File: src/rtl/irq_ctrl_pkg.sv
// Shared definitions for the interrupt controller: FSM encoding, register map, defaults.
package irq_ctrl_pkg;

    localparam int unsigned NSRC_DEFAULT = 8;
    localparam int unsigned ADDR_W       = 2;
    localparam int unsigned DATA_W       = 32;

    localparam logic [ADDR_W-1:0] ADDR_PEND = 2'd0;
    localparam logic [ADDR_W-1:0] ADDR_MASK = 2'd1;
    localparam logic [ADDR_W-1:0] ADDR_MODE = 2'd2;
    localparam logic [ADDR_W-1:0] ADDR_EOI  = 2'd3;

    typedef enum logic [1:0] {
        ST_IDLE    = 2'd0,
        ST_REQ     = 2'd1,
        ST_SERVICE = 2'd2
    } irq_state_e;

endpackage

File: src/rtl/irq_prio_enc.sv
// Fixed-priority encoder: index of the lowest set request bit plus a valid flag.
module irq_prio_enc #(
    parameter int unsigned NSRC = 8,
    parameter int unsigned IDW  = 3
) (
    input  logic [NSRC-1:0] req,
    output logic            valid,
    output logic [IDW-1:0]  idx
);

    // Scan from the top down so the lowest set index is the last to assign.
    always_comb begin
        valid = |req;
        idx   = '0;
        for (int i = NSRC - 1; i >= 0; i--) begin
            if (req[i]) begin
                idx = IDW'(i);
            end
        end
    end

endmodule

File: src/rtl/irq_ctrl.sv
// Interrupt controller: synchronizes sources, keeps PEND/MASK(/MODE) registers,
// selects the lowest eligible source and runs the IDLE/REQ/SERVICE handshake.
// Define IRQ_CTRL_EDGE_EN to add the MODE register and edge-triggered sources.
module irq_ctrl
    import irq_ctrl_pkg::*;
#(
    parameter int unsigned NSRC = NSRC_DEFAULT,
    parameter int unsigned IDW  = $clog2(NSRC)
) (
    input  logic                clk,
    input  logic                RESET,
    input  logic [NSRC-1:0]     irq_src,
    input  logic                wr_en,
    input  logic [ADDR_W-1:0]   wr_addr,
    input  logic [DATA_W-1:0]   wr_data,
    input  logic [ADDR_W-1:0]   rd_addr,
    output logic [DATA_W-1:0]   rd_data,
    input  logic                irq_ack,
    output logic                IRQ,
    output logic [IDW-1:0]      irq_id,
    output logic                in_service
);

    logic [NSRC-1:0] sync1_q, sync2_q;
    logic [NSRC-1:0] pend_q, pend_d;
    logic [NSRC-1:0] mask_q, mask_d;
    logic [NSRC-1:0] mode;
    logic [NSRC-1:0] eligible;
    logic [NSRC-1:0] wdata_src;
    logic            wr_pend, wr_mask, wr_mode, wr_eoi;
    logic            sel_valid;
    logic [IDW-1:0]  sel_id;
    logic            ack_take;
    logic            unused_wdata;

    irq_state_e      state_q, state_d;
    logic            irq_q, irq_d;
    logic [IDW-1:0]  irq_id_q, irq_id_d;
    logic            in_service_q, in_service_d;

    assign wdata_src    = wr_data[NSRC-1:0];
    assign unused_wdata = ^wr_data;
    assign wr_pend      = wr_en && (wr_addr == ADDR_PEND);
    assign wr_mask      = wr_en && (wr_addr == ADDR_MASK);
    assign wr_mode      = wr_en && (wr_addr == ADDR_MODE);
    assign wr_eoi       = wr_en && (wr_addr == ADDR_EOI);
    assign ack_take     = (state_q == ST_REQ) && irq_ack;

    // Two-flop synchronizer on every raw request line.
    always_ff @(posedge clk or negedge RESET) begin
        if (!RESET) begin
            sync1_q <= '0;
            sync2_q <= '0;
        end else begin
            sync1_q <= irq_src;
            sync2_q <= sync1_q;
        end
    end

`ifdef IRQ_CTRL_EDGE_EN
    logic [NSRC-1:0] mode_q, mode_d;
    logic [NSRC-1:0] sync_prev_q;
    logic [NSRC-1:0] rise;
    logic [NSRC-1:0] clr;

    // MODE register and the previous synchronized level for rising-edge detection.
    always_ff @(posedge clk or negedge RESET) begin
        if (!RESET) begin
            mode_q      <= '0;
            sync_prev_q <= '0;
        end else begin
            mode_q      <= mode_d;
            sync_prev_q <= sync2_q;
        end
    end

    // MODE write path.
    always_comb begin
        mode_d = mode_q;
        if (wr_mode) begin
            mode_d = wdata_src;
        end
    end

    assign mode = mode_q;
    assign rise = sync2_q & ~sync_prev_q;

    // Edge bits: sticky, cleared by W1C or by taking the trap; a new edge beats the clear.
    always_comb begin
        clr = '0;
        if (wr_pend) begin
            clr = wdata_src;
        end
        if (ack_take) begin
            clr = clr | (NSRC'(1) << irq_id_q);
        end
        pend_d = (mode & ((pend_q & ~clr) | rise)) | (~mode & sync2_q);
    end
`else
    assign mode = '0;

    // All sources are level: PEND simply follows the synchronized request.
    always_comb begin
        pend_d = sync2_q;
    end
`endif

    // MASK write path.
    always_comb begin
        mask_d = mask_q;
        if (wr_mask) begin
            mask_d = wdata_src;
        end
    end

    // PEND and MASK registers.
    always_ff @(posedge clk or negedge RESET) begin
        if (!RESET) begin
            pend_q <= '0;
            mask_q <= '0;
        end else begin
            pend_q <= pend_d;
            mask_q <= mask_d;
        end
    end

    assign eligible = pend_q & mask_q;

    irq_prio_enc #(
        .NSRC (NSRC),
        .IDW  (IDW)
    ) u_prio_enc (
        .req   (eligible),
        .valid (sel_valid),
        .idx   (sel_id)
    );

    // Request handshake: next state and registered outputs.
    always_comb begin
        state_d      = state_q;
        irq_d        = irq_q;
        irq_id_d     = irq_id_q;
        in_service_d = in_service_q;
        unique case (state_q)
            ST_IDLE: begin
                if (sel_valid) begin
                    state_d  = ST_REQ;
                    irq_d    = 1'b1;
                    irq_id_d = sel_id;
                end
            end
            ST_REQ: begin
                if (irq_ack) begin
                    state_d      = ST_SERVICE;
                    irq_d        = 1'b0;
                    in_service_d = 1'b1;
                end else if (!eligible[irq_id_q]) begin
                    state_d = ST_IDLE;
                    irq_d   = 1'b0;
                end
            end
            ST_SERVICE: begin
                if (wr_eoi) begin
                    state_d      = ST_IDLE;
                    in_service_d = 1'b0;
                end
            end
            default: begin
                state_d      = ST_IDLE;
                irq_d        = 1'b0;
                in_service_d = 1'b0;
            end
        endcase
    end

    // FSM state and output registers.
    always_ff @(posedge clk or negedge RESET) begin
        if (!RESET) begin
            state_q      <= ST_IDLE;
            irq_q        <= 1'b0;
            irq_id_q     <= '0;
            in_service_q <= 1'b0;
        end else begin
            state_q      <= state_d;
            irq_q        <= irq_d;
            irq_id_q     <= irq_id_d;
            in_service_q <= in_service_d;
        end
    end

    // Combinational register read, zero-extended; EOI reads as zero.
    always_comb begin
        rd_data = '0;
        unique case (rd_addr)
            ADDR_PEND: rd_data = DATA_W'(pend_q);
            ADDR_MASK: rd_data = DATA_W'(mask_q);
            ADDR_MODE: rd_data = DATA_W'(mode);
            default:   rd_data = '0;
        endcase
    end

    assign IRQ        = irq_q;
    assign irq_id     = irq_id_q;
    assign in_service = in_service_q;

endmodule

File: config.mk
export PLATFORM = sky130hd
export DESIGN_NAME = irq_ctrl
export DESIGN_NICKNAME = d
export VERILOG_FILES = /design/src/rtl/irq_ctrl_pkg.sv /design/src/rtl/irq_prio_enc.sv /design/src/rtl/irq_ctrl.sv
export SDC_FILE = /design/constraint.sdc
export NUM_CORES = 1
export LEC_CHECK = 0
export ABC_AREA = 1
export CORE_ASPECT_RATIO = 0.6
export CORE_MARGIN = 2
export CORE_UTILIZATION = 29
export CTS_BUF_LIST = sky130_fd_sc_hd__clkbuf_2 sky130_fd_sc_hd__clkbuf_4 sky130_fd_sc_hd__clkbuf_8
export DETAILED_ROUTE_END_ITERATION = 6
export MAX_ROUTING_LAYER = met4
export PLACE_DENSITY_LB_ADDON = 0.25
export SLEW_MARGIN = 0
export SYNTH_ARGS = -nofsm -noshare
export SYNTH_HDL_FRONTEND = slang
export SYNTH_SLANG_ARGS = --single-unit
File: constraint.sdc
create_clock -name clk -period 1.15 [get_ports clk]
set_input_delay 0.23 -clock clk [delete_from_list [all_inputs] [get_ports clk]]
set_output_delay 0.23 -clock clk [all_outputs]
set_load 0.1 [all_outputs]
## Yosys cells after proc, flatten, opt, wreduce, memory -nomap -nowiden

Cells that the tools add are included.

| storage, ports and cells | value |
|---|---|
| logic and storage cells | 53 |
| flip-flop bits (word level) | 39 |

| cells by class | value |
|---|---|
| magnitude comparators | 1 |
| equality and inequality tests | 9 |
| bitwise logic cells | 3 |
| reductions and logical operators | 9 |
| multiplexer cells | 23 |

Operator list:

| operator | number |
|---|---|
| 2-to-1 mux 3 bit | 8 |
| one-hot mux 8 bit (2 select lines) | 1 |
| AND reduction 3 bit | 3 |
| bitwise AND 8 bit | 1 |
| 2-to-1 mux 2 bit | 4 |
| OR reduction 8 bit | 1 |
| equality test 2 x 1 -> 1 bit (second input constant) | 3 |
| 2-to-1 mux 1 bit | 6 |
| inequality test 2 bit (second input constant) | 3 |
| one-hot mux 1 bit (3 select lines) | 2 |
| one-hot mux 2 bit (3 select lines) | 1 |
| equality test 2 bit (second input constant) | 2 |
| logical NOT 2 bit | 2 |
| < comparator 3 x 4 -> 1 bit (second input constant) | 1 |
| binary-select mux 1 bit (select 3 bit) | 1 |
| inequality test 3 bit (second input constant) | 1 |
| logical AND 1 bit | 2 |
| NOT 1 bit | 2 |
| AND reduction 2 bit | 1 |

## Depth between registers and ports, before layout

Gate-level depths: netlist of the first run.

| depth | value |
|---|---|
| depth after elaboration | 9 |
| depth in mapped cells | 9 |
| gate-level depth less buffers | 9 |

## By module

From an unflattened synthesis of the first run, not the netlist that was laid out.

| second synthesis, totals | value |
|---|---|
| cell total of the unflattened synthesis | 179 |
| area, all modules | 1801.7 µm² |

Modules (own cells, without submodules):

| module | cells each | area an instance (µm²) | seq. area each (µm²) | instances |
|---|---|---|---|---|
| irq_ctrl | 157 | 1702.9 | 975.9 | 1 |
| irq_prio_enc | 22 | 98.8 | 0.0 | 1 |

## Worst setup path before layout of the first run

No wires, ideal clock.

| timing | value |
|---|---|
| path kind | input to output |
| start | input port rd_addr[0] |
| end | output port rd_data[0] |
| path buffers | 2 |
| slack | -1186 ps |
| arrival time | 2106 ps |
| stages | 4 |
| cell sequence | buf_2 or2_1 clkbuf_1 o21ai_1 |

| between the ends | value |
|---|---|
| longest elaborated chain between the ends | 2 |
| elaborated cells on any way between the ends | 3 |
| those cells by class | eq/ne (1); mux (1); reduce/logical (1) |

Ends and longest elaborated chain:

| element | line | RTL |
|---|---|---|
| start, declared | irq_ctrl.sv:16 | `input logic [ADDR_W-1:0] rd_addr,` |
| equality test 2 x 1 -> 1 bit or logical NOT 2 bit (tied branches) | irq_ctrl.sv:194 | `unique case (rd_addr)` |
| one-hot mux 8 bit (2 select lines) (*) | irq_ctrl.sv:194 |  |
| end, declared | irq_ctrl.sv:17 | `output logic [DATA_W-1:0] rd_data,` |

Mark *: on every way between the ends. The rest lies on a longest branch, timed or not.

## Final worst setup path of the first run

| timing | value |
|---|---|
| start | input port rd_addr[1] |
| end | output port rd_data[1] |

The elaborated chain is that of the path after synthesis.

==> results of run 1 <==
repair_timing:
| item | in CTS | in global routing |
|---|---|---|
| setup buffers | 7 | 5 |
| gates resized for setup | 41 | 18 |
| pin swaps | 10 | 4 |
| hold endpoints to repair | 12 | 0 |
| setup endpoints to repair | 15 | 25 |
| hold buffers | 1 | 0 |
through the flow:
| step | instance area, µm² | hold slack [ns] | setup slack (ns) | total power [W] |
|---|---|---|---|---|
| floorplan | 1930 | -0.0656 | -0.408 | 0.00363 |
| global placement | 2550 | 0.151 | -0.525 | 0.00452 |
| detailed placement | 2550 | 0.154 | -0.536 | 0.00454 |
| CTS | 2880 | 0.351 | -0.201 | 0.00588 |
| global route | 2980 | 0.352 | -0.274 | 0.00629 |
| finish | 2980 | 0.349 | -0.194 | 0.00598 |
registers in the layout, summed over array words and instances, names as in the netlist:
name / flops
IRQ: 1
irq_id: 3
pend_d: 8
in_service: 1
state_q: 2
mask_q: 8
pend_q: 8
sync1_q: 8
Yosys cell counts:
library cell / number
a21boi_0: 1
a21oi_1: 2
a31oi_1: 1
buf_2: 1
buf_4: 24
clkbuf_1: 1
conb_1: 1
dfrtp_1: 39
inv_1: 17
inv_2: 2
mux2_2: 8
nand2_1: 29
nand2_2: 6
nand3_1: 17
nand3b_1: 1
nand3b_2: 1
nor2_1: 2
nor2_2: 4
o21ai_0: 3
o21ai_1: 9
o21ai_4: 1
or2_1: 2
how the worst max path moves through the flow:
stage	endpoint	slack, ns	cells past startpoint
4_1_cts	rd_data[1]	-0.20	5
2_1_floorplan	rd_data[0]	-0.41	4
3_5_place_dp	rd_data[0]	-0.54	5
5_1_grt	rd_data[4]	-0.27	4
3_3_place_gp	rd_data[0]	-0.52	5
6_report	rd_data[1]	-0.19	5
logic make-up after synthesis:
| family | after synthesis | synth area share (%) |
|---|---|---|
| flops | 39 | 56.6 |
| mux | 8 | 5.22 |
| compound gates | 17 | 5.80 |
| buf+inv | 45 | 15.1 |
| other cells | 1 | 0.217 |
| simple gates | 62 | 17.1 |
layer usage:
metal	GRT usage, %	vias to the layer above	part of all wire, %
met3	4.59	8	6.5
li1	-	658	-
met4	4.05	0	1.2
met2	16.9	36	43
met5	-	-	0
met1	16.5	601	49
area by class of cell:
class	instances	area, µm²	share of cell area [%]
timing repair buffer	75	870	29.2
multi-input combinational	111	842	28.3
inverter	19	73.8	2.48
clock buffer	6	76.3	2.56
sequential	39	986	33.1
tap	80	100	3.36
clock inverter	1	30.0	1.01
power breakdown:
group | switching (W) | internal (W)
clock | 0.000436 | 0.000659
sequential | 0.000186 | 0.00161
combinational | 0.00191 | 0.00118
total | 0.00254 | 0.00345
==> impl_results.md, run 1 <==
- CTS root buf: clkbuf_8
- DRT Pass-1 Iters: 4
- Max-slew violations: 0
- Fin crit period: between 1 and 1.5 ns
- Layout area overhead: 72.6%
- R2R depth: 9
- Finished Layout Cells: about 330
- Final setup TNS: -2.18 ns
- Antenna Nets Post-Route: 0
- Htree depth: 2
- Pin count of the biggest net entering global routing: 28
- Hold Path Depth: 0
- GRT Overall Usage: 12.2%
- Setup violators final: 15
- CTS tree: done
- Final Util: 52.7%
- Mapped cell area: 1730 µm²
- Cell family with most CP delay: buffers and inverters
- Total Wirelength: ~3.7 mm
- Final WS setup: -0.194 ns
- Failing checks: setup timing
- Hold WC Path Type: flop to flop
- Seq/Total Area, Yosys: a little under three fifths
- IO buf count: 36
- Reg2reg setup slack: -0.15 ns
- Max cap viols: 0
- Commonest non-fill, non-tap cell in the layout: dfrtp_1
- Number of global-route vias before repair: 1239
- Initial Util: 30.5%
- Die area: 6600 µm²
- Placed cells: 311
- CP Buf/Inv Count: 3
- Fraction of layout cells with a size suffix above 1: 45.0%
- Top cell type's share of synthesized area: around 57%
- Clk sinks: 39
- Longest Clk Path Bufs: 2
- Worst r2r dst: irq_id[0]
- Final worst-path cycle share: 117%
- Routability cong.: just under 0.9
- Clk_skew: 0.00387 ns
- Crit path arrival time: roughly 1.1 ns
- Global-route wire length before repair: 5.94 mm
- CP max FO: 8
- Worst reg2reg path startpoint: pend_q[2]
- Total number of vias: approximately 1.3k
- Worst Hold Path EP: pend_q[7]
- Critical Path Sink Type: output pin
- Antenna cells: 0
- Drt wl/cell: 11.3 µm
- DPL Wire Length: approximately 2.7 mm
- Via density: 3.94
- Peak Freq: 744 MHz
- Synth Register Bits: 39
- Cell mode on critical path: buf_12
- Mean post-synth cell area: 10.0 µm²
- Drt drc: 0
- Filler cell count: 515
- Clock Pin Slew Worst Setup and Hold Paths: around 0.070 ns
- Core area: roughly 5600 µm²
- # rows: 21
- Skew-Pair Late Insertion Delay: 0.29 ns
- Max VDD drop: 0.829 mV
- Number of CTS-inserted buffers: 5
- Die Ht: ~64 µm
- Final hold violations: 0
- Slowest-stage cell, CP: or2_4
- Outcome: complete, but fails checks
- GRT Residual Overflow: 0
- CP required: 0.92 ns
- Synth cell types: 22
- DR iter-0 viols: 23
- Synth warn: 0
- Critical path, cell by cell: buf_6 -> or2_4 -> buf_12 -> o21ai_4 -> buf_12
- Crit Path Class: input pin to output pin
- RSZ-0062 raised after global routing: true
- Most frequent cells in the layout: dfrtp_1 (35), nand2_1 (26), conb_1 (24), buf_4 (24), clkdlybuf4s50_1 (18)
- PwrDens: 2010 nW/µm²
- Die Span X: 104 µm
- Area leader, netlist: dfrtp_1
- CP Launch Type: input pin
- Initial antenna violation count: 0
- Hold path startpoint: pend_d[7]
- Synth area leaders: dfrtp_1 (57%), buf_4 (10%), nand2_1 (6.3%)
- Crit. Startpoint: rd_addr[1]
- Syn Inst Count: ~170
- # IOs: 85
- P_leak: 1.42 nW
- Critical Path Max Stage Delay: 0.24 ns
- Fin nets: 299
(Power assumes the default switching activity.)
==> run 2, diff against run 1 <==
- CTS_CLUSTER_SIZE: unset -> 16
==> results of run 2 <==
No change in the layout: final DEF, timing and power equal those of run 1.
==> run 3, diff against run 2 <==
- CTS_CLUSTER_SIZE: 16 -> 20
- clock period: 1.15 -> 1.2 ns (I/O delays scaled with it)
==> run 3 against run 2 <==
The flow still finishes with violations (setup timing). Clock skew is essentially flat. Highest routed layer unchanged. Routed wire length grew 0.83%. Hold slack gained 0.0014 ns. Core utilization shrank 1.4 points. Non-clock buffer count shrank 2. Critical endpoint unchanged. Clock-buffer cell count grew 1. Register-to-register slack gained 0.06 ns.
==> impl_results.md, run 3 (synthesis gave the netlist of run 1 again) <==
- Placed cells: 309 (-0.64%)
- Fin nets: 297 (-0.67%)
- Max cap viols: 0 (unchanged)
- Total Wirelength: 3.76 mm (+0.83%)
- Antenna cells: 0 (unchanged)
- Clock Pin Slew Worst Setup and Hold Paths: 0.08 ns (about the same)
- CTS tree: done
- Die Ht: 63.7 µm (unchanged)
- Via density: 3.98 (+1.0%)
- Skew-Pair Late Insertion Delay: 0.29 ns (about the same)
- Fin crit period: 1.36 ns
- IO buf count: 36 (unchanged)
- Crit Path Class: flop to output pin
- Crit path arrival time: 1.12 ns (about the same)
- Initial antenna violation count: 0 (unchanged)
- Pre-CTS WS: -0.527 ns (+0.00888 ns)
- Layout area overhead: 68.2%
- # IOs: 85 (unchanged)
- Commonest non-fill, non-tap cell in the layout: dfrtp_1
- Die area: 6600 µm² (unchanged)
- DRT Pass-1 Iters: 4 (unchanged)
- GRT Residual Overflow: 0 (unchanged)
- Peak Freq: between 700 and 800 MHz
- P_leak: 1.36 nW (-4.3%)
- RSZ-0062 raised after global routing: true
- CP required: 0.96 ns (+0.04 ns)
- Core area: 5650 µm² (unchanged)
- Number of global-route vias before repair: 1270 (+2.5%)
- Die Span X: 104 µm (unchanged)
- Final worst-path cycle share: 114%
- Post-Place Cell Area: 2540 µm² (-0.59%)
- Final setup TNS: -1.50 ns (+0.680 ns)
- Final WS setup: -0.162 ns (+0.0315 ns)
- Htree depth: 2 (unchanged)
- Routability cong.: 0.923 (+3.2%)
- Initial Util: 30.5% (unchanged)
- Final hold violations: 0 (unchanged)
- PwrDens: 1940 nW/µm² (-3.3%)
- Antenna Nets Post-Route: 0 (unchanged)
- Max-slew violations: 0 (unchanged)
- Drt drc: 0 (unchanged)
- CP max FO: 2 (-6)
- DPL Wire Length: 2.71 mm (+0.35%)
- Final Hold Slack: 0.350 ns (+0.00136 ns)
- Total number of vias: 1312 (+0.69%)
- Outcome: complete, but fails checks
- Longest Clk Path Bufs: 2 (unchanged)
- Number of CTS-inserted buffers: 5 (unchanged)
- Pin count of the biggest net entering global routing: 26 (-7.1%)
- CP Launch Type: flop
- Fraction of layout cells with a size suffix above 1: 45.6% (+0.58 points)
- Setup violators final: 14 (-1)
- Max VDD drop: 0.785 mV (-5.2%)
- Failing checks: setup timing
- Clk_skew: 0.00341 ns (-0.000466 ns)
- GRT Overall Usage: 12.5% (+0.32 points)
- Most frequent cells in the layout: dfrtp_1 (35), nand2_1 (25), buf_4 (25)
- Critical Path Sink Type: output pin
- CTS root buf: clkbuf_8
- Hold WC Path Type: flop to flop
- Final cell area excluding filler cells: 2900 µm² (-2.6%)
- Drt wl/cell: 11.4 µm (+1.1%)
- Finished Layout Cells: 330 (-0.30%)
- DR iter-0 viols: 37 (+61%)
- Global-route wire length before repair: 6.18 mm (+4.0%)
- Clk sinks: 39 (unchanged)
- # rows: 21 (unchanged)
[run 3: cell types whose count changed in the layout (fill, tap and decap cells not counted), sizes merged]
cell / change
clkinvlp: +1
clkbuf: +1
dlymetal6s2s: -2
clkdlybuf4s50: +2
bufinv: -1
buf: -2
[run 3: where the power goes]
group	internal (W)	switching (W)
registers	0.00154	0.000175
clock network	0.000523	0.000454
logic	0.00112	0.00182
total	0.00318	0.00245
[run 3: what timing repair did]
action	in CTS	in global routing
endpoints found under the setup margin	11	15
hold endpoints to repair	14	0
hold buffers	1	0
setup buffers	8	5
pin swaps	9	5
resized for setup	44	6
[run 3: path summary, 6_finish.rpt]
path / end / startpoint / slack (ns) / cells past startpoint
max: rd_data[1] / mask_q[1] / -0.16 / 4
min: pend_d[4] / sync1_q[4] / 0.35 / 0
max reg2reg: irq_id[0] / mask_q[4] / -0.09 / 9
min reg2reg: pend_d[4] / sync1_q[4] / 0.35 / 0
max in group asynchronous: sync1_q[1] / RESET / 0.34 / 3
min in group asynchronous: mask_q[7] / RESET / 0.41 / 2
[run 3: area by class of cell]
type / count / area [µm²]
clock buffers: 7 / 96.3
clock inverters: 1 / 7.51
fillers: 502 / 2750
inverters: 19 / 73.8
multi-input cells: 111 / 815
flip-flops and latches: 39 / 986
well taps: 80 / 100
repair buffers: 73 / 823
[run 3: worst max-delay path: stages (launching register included)]
cell and delay, ns:
dfrtp_1 0.39, buf_6 0.13, nand3_4 0.07, o21ai_4 0.07, buf_12 0.17
[run 3: metrics by stage]
stage / util (%) / power [W]
floorplan: - / 0.00348
finish: 51.4 / 0.00563
detailed placement: 44.9 / 0.00434
global placement: 44.9 / 0.00433
global route: 51.4 / 0.00593
CTS: 50.4 / 0.00556
[run 3: routing by layer]
layer	global-route usage (%)	vias up	routed length (µm)
met4	3.04	0	8
met5	-	-	0
met2	17.7	45	1750
met3	4.39	2	253
met1	17.2	611	1740
li1	-	654	-
